$ cat config.mk
export PLATFORM = sky130hd
export DESIGN_NAME = dmem_arbiter
export DESIGN_NICKNAME = d
export VERILOG_FILES = /design/src/rtl/dmem_arbiter.sv
export SDC_FILE = /design/constraint.sdc
export NUM_CORES = 1
export LEC_CHECK = 0
export BUFFER_PORTS_ARGS = -buffer_cell sky130_fd_sc_hd__buf_2
export CAP_MARGIN = 25
export CORE_UTILIZATION = 35
export CTS_CLUSTER_DIAMETER = 40
export DETAILED_ROUTE_END_ITERATION = 16
export PLACE_DENSITY = 0.8
export REMOVE_ABC_BUFFERS = 1
export SLEW_MARGIN = 25
export SYNTH_ARGS = -nofsm -noshare
export SYNTH_HDL_FRONTEND = slang
export SYNTH_SLANG_ARGS = --single-unit
$ cat constraint.sdc
create_clock -name clk -period 2.7 [get_ports clk]
set_input_delay 0.54 -clock clk [delete_from_list [all_inputs] [get_ports clk]]
set_output_delay 0.54 -clock clk [all_outputs]
set_load 0.03 [all_outputs]
$ cat src/rtl/dmem_arbiter.sv
// Data memory arbiter between the pipeline MEM stage (core) and a debug/loader
// port. The core has priority. A waiting debug request is forced through after
// STARVE_LIMIT cycles of core traffic, and the MEM stage is stalled for that one
// cycle. Debug accesses are always full words.
module dmem_arbiter #(
  parameter int unsigned DM_ADDRESS   = 9,
  parameter int unsigned DATA_W       = 32,
  parameter int unsigned STARVE_LIMIT = 4
) (
  input  logic                  clk,
  input  logic                  reset,
  // MEM-stage side
  input  logic                  core_rd,
  input  logic                  core_wr,
  input  logic [DM_ADDRESS-1:0] core_addr,
  input  logic [DATA_W-1:0]     core_wdata,
  input  logic [2:0]            core_func3,
  output logic [DATA_W-1:0]     core_rdata,
  output logic                  core_stall,
  input  logic                  core_halted,
  // Debug request/response side
  input  logic                  dbg_req_valid,
  output logic                  dbg_req_ready,
  input  logic                  dbg_we,
  input  logic [DM_ADDRESS-1:0] dbg_addr,
  input  logic [DATA_W-1:0]     dbg_wdata,
  output logic                  dbg_resp_valid,
  input  logic                  dbg_resp_ready,
  output logic [DATA_W-1:0]     dbg_rdata,
  output logic                  dbg_err,
  // Data memory side
  output logic                  mem_rd,
  output logic                  mem_wr,
  output logic [DM_ADDRESS-1:0] mem_addr,
  output logic [DATA_W-1:0]     mem_wdata,
  output logic [2:0]            mem_func3,
  input  logic [DATA_W-1:0]     mem_rdata
);

  localparam int unsigned    CntW   = (STARVE_LIMIT < 1) ? 1 : $clog2(STARVE_LIMIT + 1);
  localparam logic [CntW-1:0] CntMax = CntW'(STARVE_LIMIT);
  localparam logic [2:0]     Func3Word = 3'b010;

  typedef enum logic [1:0] {
    StIdle,
    StPend,
    StResp
  } state_e;

  state_e                  state_q, state_d;
  logic [CntW-1:0]         cnt_q, cnt_d;
  logic                    we_q, we_d;
  logic [DM_ADDRESS-1:0]   addr_q, addr_d;
  logic [DATA_W-1:0]       wdata_q, wdata_d;
  logic [DATA_W-1:0]       rdata_q, rdata_d;
  logic                    err_q, err_d;

  logic core_req;
  logic misaligned;
  logic pend_grant;
  logic dbg_grant;

  assign core_req   = core_rd | core_wr;
  assign misaligned = |addr_q[1:0];

  // Debug owns the memory this cycle. Misaligned requests never touch memory,
  // and reset drops the pending request so no access leaks out in that cycle.
  assign pend_grant = (state_q == StPend) && !misaligned &&
                      (!core_req || core_halted || (cnt_q == CntMax));
  assign dbg_grant  = pend_grant && !reset;

  // Next-state logic: accept, wait for grant or starvation, then hold response.
  always_comb begin
    state_d = state_q;
    cnt_d   = cnt_q;
    we_d    = we_q;
    addr_d  = addr_q;
    wdata_d = wdata_q;
    rdata_d = rdata_q;
    err_d   = err_q;

    unique case (state_q)
      StIdle: begin
        if (dbg_req_valid) begin
          we_d    = dbg_we;
          addr_d  = dbg_addr;
          wdata_d = dbg_wdata;
          state_d = StPend;
        end
      end
      StPend: begin
        if (misaligned) begin
          rdata_d = '0;
          err_d   = 1'b1;
          cnt_d   = '0;
          state_d = StResp;
        end else if (pend_grant) begin
          rdata_d = we_q ? '0 : mem_rdata;
          err_d   = 1'b0;
          cnt_d   = '0;
          state_d = StResp;
        end else if (cnt_q != CntMax) begin
          cnt_d = cnt_q + CntW'(1);
        end
      end
      StResp: begin
        if (dbg_resp_ready) begin
          state_d = StIdle;
        end
      end
      default: begin
        state_d = StIdle;
      end
    endcase
  end

  // State and holding registers with synchronous reset.
  always_ff @(posedge clk) begin
    if (reset) begin
      state_q <= StIdle;
      cnt_q   <= '0;
      we_q    <= 1'b0;
      addr_q  <= '0;
      wdata_q <= '0;
      rdata_q <= '0;
      err_q   <= 1'b0;
    end else begin
      state_q <= state_d;
      cnt_q   <= cnt_d;
      we_q    <= we_d;
      addr_q  <= addr_d;
      wdata_q <= wdata_d;
      rdata_q <= rdata_d;
      err_q   <= err_d;
    end
  end

  // Memory bus mux: core pass-through unless debug holds the grant.
  always_comb begin
    mem_rd     = core_rd;
    mem_wr     = core_wr && !reset;
    mem_addr   = core_addr;
    mem_wdata  = core_wdata;
    mem_func3  = core_func3;
    core_rdata = mem_rdata;
    core_stall = 1'b0;
    if (dbg_grant) begin
      mem_rd     = !we_q;
      mem_wr     = we_q;
      mem_addr   = addr_q;
      mem_wdata  = wdata_q;
      mem_func3  = Func3Word;
      core_rdata = '0;
      core_stall = core_req;
    end
  end

  assign dbg_req_ready  = (state_q == StIdle) && !reset;
  assign dbg_resp_valid = (state_q == StResp) && !reset;
  assign dbg_rdata      = rdata_q;
  assign dbg_err        = err_q;

endmodule
# Yosys cells after proc, flatten, opt, wreduce, memory -nomap -nowiden
# Cells that the tools add are included.
# word_totals
output_inout_bits,114
register_bits,80
word_cells,56
# classes
eq_ne,7
n_bitwise,1
n_reduce_logical,20
muxes,20
addsub,1
# op_table
op,count
2-to-1 mux 32 bit,5
2-to-1 mux 3 bit,4
2-to-1 mux 9 bit,1
2-to-1 mux 2 bit,4
logical AND 1 bit,6
!= test 3 bit (second input constant),2
case mux 2 bit (3 select lines),1
AND reduction 2 bit,3
2-to-1 mux 1 bit,5
logical NOT 1 bit,4
!= test 2 bit (second input constant),2
adder 3 x 1 -> 3 bit (second input constant),1
equality test 3 bit (second input constant),1
AND reduction 3 bit,1
nonzero test 3 bit,1
equality test 2 x 1 -> 1 bit (second input constant),1
equality test 2 bit (second input constant),1
logical NOT 2 bit,1
logical OR 1 bit,2
nonzero test 2 bit,1
OR reduction 2 bit,1
bitwise OR 1 bit,1

# Longest topological paths before layout
# depth
ltp_word,8
mapped_depth,7
mapped_depth_nobuf,5

# Worst setup path after synthesis
# Ideal clock, no wire load.
# synth_timing
path_type,flip-flop to output port
startpoint,register cnt_q[0]
endpoint,output core_rdata[10]
path_buffers,2
t_arrival_ps,1730
stages_incl_launch_ff,8
slack_ps,430
cell_sequence,dfxtp_1 inv_1 ha_1 o2bb2ai_2 o2111ai_2 buf_4 clkbuf_1 and2_1
# synth_via
elab_chain_len,5
# synth_rtl
item,line_no,source
start: declaration,51,"logic [CntW-1:0] cnt_q, cnt_d;"
start signal: assignment,129,cnt_q <= cnt_d;
equality test 3 bit,69,(!core_req || core_halted || (cnt_q == CntMax));
logical OR 1 bit,69,
logical AND 1 bit,68,assign pend_grant = (state_q == StPend) && !misaligned &&
logical AND 1 bit,70,assign dbg_grant = pend_grant && !reset;
2-to-1 mux 32 bit,147,if (dbg_grant) begin
end: declaration,18,"output logic [DATA_W-1:0] core_rdata,"
# Every way passes these cells.

# Final worst setup path
# layout_timing
startpoint,register cnt_q[1]
endpoint,output mem_wdata[21]
# layout_via
elab_chain_len,5
# layout_rtl
item,line_no,source
equality test 3 bit,69,
logical OR 1 bit,69,
logical AND 1 bit,68,
logical AND 1 bit,70,
2-to-1 mux 32 bit,147,
end: declaration,35,"output logic [DATA_W-1:0] mem_wdata,"
# Every way passes these cells.

==> flow_summary.ini <==
[global_route]
grt_pass1_vias = 3569
grt_pass1_wl_um = 16700
grt_max_degree = 43
grt_usage = 0.190
grt-ovfl-total = 0
antenna_found_initial = 0

[clock_network]
numClockSinks = 80
cts_tree = done
clock_latency_ps = 350
cts_root_buf = clkbuf_8
holdBufCountCts = 0
htree_levels = 3
cts_buffers = 9
cts.clk_slew.worst_paths_ps = 90
clockBufferDepth = 2

[power_and_ir_drop]
ir_worst_vdd_uv = 275
p_per_area_nw_per_um2 = 518
clkPwrFrac = 0.288
p_total_mw = 2.97
power_frac_seq = 0.434
p_int_mw = 2.02
p_comb_frac = 0.278
p_switching_uw = 954
swShare = 0.321
leakage_nw = 2.89

[outcome]
outcome = finished, final reports clean

[critical_path]
path_max_fanout = 8
required_ps = 2160
path_class = reg2out
critPathArrivalTime_ps = 2100
critPathSlowestCell = mux2_2
r2r-start = cnt_q[1]
end_kind = output port
critPathMaxStageDelay_ps = 350
worst_path_most_repeated_cell = buf_6
path_cells = inv_1, ha_2, o2bb2ai_4, o2111ai_4, buf_6, buf_12, mux2_2, buf_6
cp-startpoint = cnt_q[1]
cp-start-kind = register

[floorplanning]
core_um2 = 10400
io_pins = 239
die-area_um2 = 11100
die-width_um = 105
start_util = 0.361
die_y_um = 105
rows = 37

[synth]
syn_inst = 422
synth_edf_count = 0
async_reset_ff_frac = 0
ys_types = 39
syn_avg_cell_area_um2 = 8.87
yosysWarnings = 0
synth-main-ff-cell = dfxtp_1
ys_seq_area_frac = 0.428
syn_area_um2 = 3740
ys_ff_latch = 80

[routing]
vias_per_cell = 4.83
wirelength_um = 11400
wl_per_cell_um = 14.2
drtIter0Drc = 203
remaining_drc_errors = 0
ant_nets = 0
drtPass1Iterations = 5
vias = 3887

[place]
gp_congestion = 0.693
dp_slack_ps = 133
io_buffers = 238
dp_hpwl_um = 7250

[layout]
fill_cells = 944
syn_to_final_growth_pct = 53.2
antenna_cells = 0
mostFrequentLayoutCells = buf_2 (205), nand2_1 (118), dfxtp_1 (78), a21oi_1 (45), and2_1 (37)
final_common_cell = buf_2
layout-drive-gt1-share = 0.490
nNetsFinal = 790

[timing]
worst_slack_ps = 58.5
fmax_mhz = 379
fin_crit_ps = 2640
setup_tns_ps = 0
timing.final.crit_share = 0.978
setup_viol = 0
hold_slack_ps = 417
drv_slew = 0
relSlewSlack = 0.385
fin_skew_ps = 10.2
worstMarginPinSlew_ps = 922
rsz0062_at_grt = yes
hold_viol_final = 0

[flow_run]
maxCapViolCount = 0

[min_path]
hold_class = in2reg
min-delay-start = dbg_wdata[22]
## synthesized netlist by cell type (all sizes together), types with 3 or more instances
cell type	number	share of area
a22o	17	0.040
and2	37	0.062
nand2	118	0.12
buf	17	0.027
mux2i	16	0.043
clkbuf	16	0.016
inv	3	0.0030
mux2	39	0.12
dfxtp	80	0.43
nor2	4	0.0060
nand2b	3	0.0050
a21oi	45	0.060
nand4b	3	0.0070
nor3b	3	0.0073
## critical path, delay by kind of cell, from the launching register on
family          cells  cell delay, ps
mux                 1             350
fa+ha+maj           1             200
compound gates      2             370
flops               1             330
buf+inv             4             490
## final cells by class
| type | count | area [um^2] | area share |
|---|---|---|---|
| Clock buffer | 10 | 128 | 0.0223 |
| Clock inverter | 6 | 60.1 | 0.0105 |
| Inverter | 3 | 11.3 | 0.00196 |
| Multi-Input combinational cell | 306 | 2090 | 0.364 |
| Sequential cell | 80 | 1600 | 0.280 |
| Tap cell | 136 | 170 | 0.0297 |
| Timing Repair Buffer | 263 | 1670 | 0.292 |
## kinds of logic after synthesis
family	synth area share
and+or+nand+nor	0.225
DFF	0.428
AOI/OAI and AO/OA	0.132
muxes	0.160
buffers and inverters	0.0461
adders and majority gates	0.00668
xor gates and xnor gates	0.00234
## repair_timing
| action | CTS | global route |
|---|---|---|
| pin swaps | 2 | 1 |
| gates cloned | 2 | 2 |
| setup endpoints to repair | 49 | 39 |
| buffers inserted | 6 | 4 |
| gates resized for setup | 35 | 89 |
## power groups by stage
stage          Clock (mW)  Combinational (mW)  Sequential (mW)
2_1_floorplan           0               0.416             1.35
3_3_place_gp            0               0.717             1.31
3_5_place_dp            0               0.727             1.31
4_1_cts             0.891               0.764             1.28
5_1_grt             0.943               0.879             1.30
6_report            0.856               0.825             1.29
## worst paths after layout
check | to | slack [ps] | depth (start not counted)
worst max-delay path | mem_wdata[21] | 60 | 8
worst min-delay path | wdata_q[22] | 420 | 3
worst max register to register | dbg_rdata[24] | 880 | 5
worst min register to register | dbg_rdata[15] | 460 | 2
## registers in the layout, summed over array words and instances (netlist names)
name,count
dbg_rdata,32
wdata_q,32
addr_q,9
cnt_q,3
state_q,2
dbg_err,1
we_q,1
## through the flow
stage,area (um^2),utilization,instances
2_1_floorplan,3580,-,389
3_3_place_gp,5050,0.487,775
3_5_place_dp,5050,0.487,775
4_1_cts,5450,0.526,799
5_1_grt,5740,0.553,804
6_report,5740,0.553,804
## per-layer routing
metal / share of wire / track usage / vias up
li1: - / - / 1896
met5: 0 / 0 / -
met4: 0.019 / 0.0654 / 0
met2: 0.51 / 0.352 / 201
met3: 0.083 / 0.0464 / 18
met1: 0.39 / 0.208 / 1772
Power figures use the tool's default switching activity.
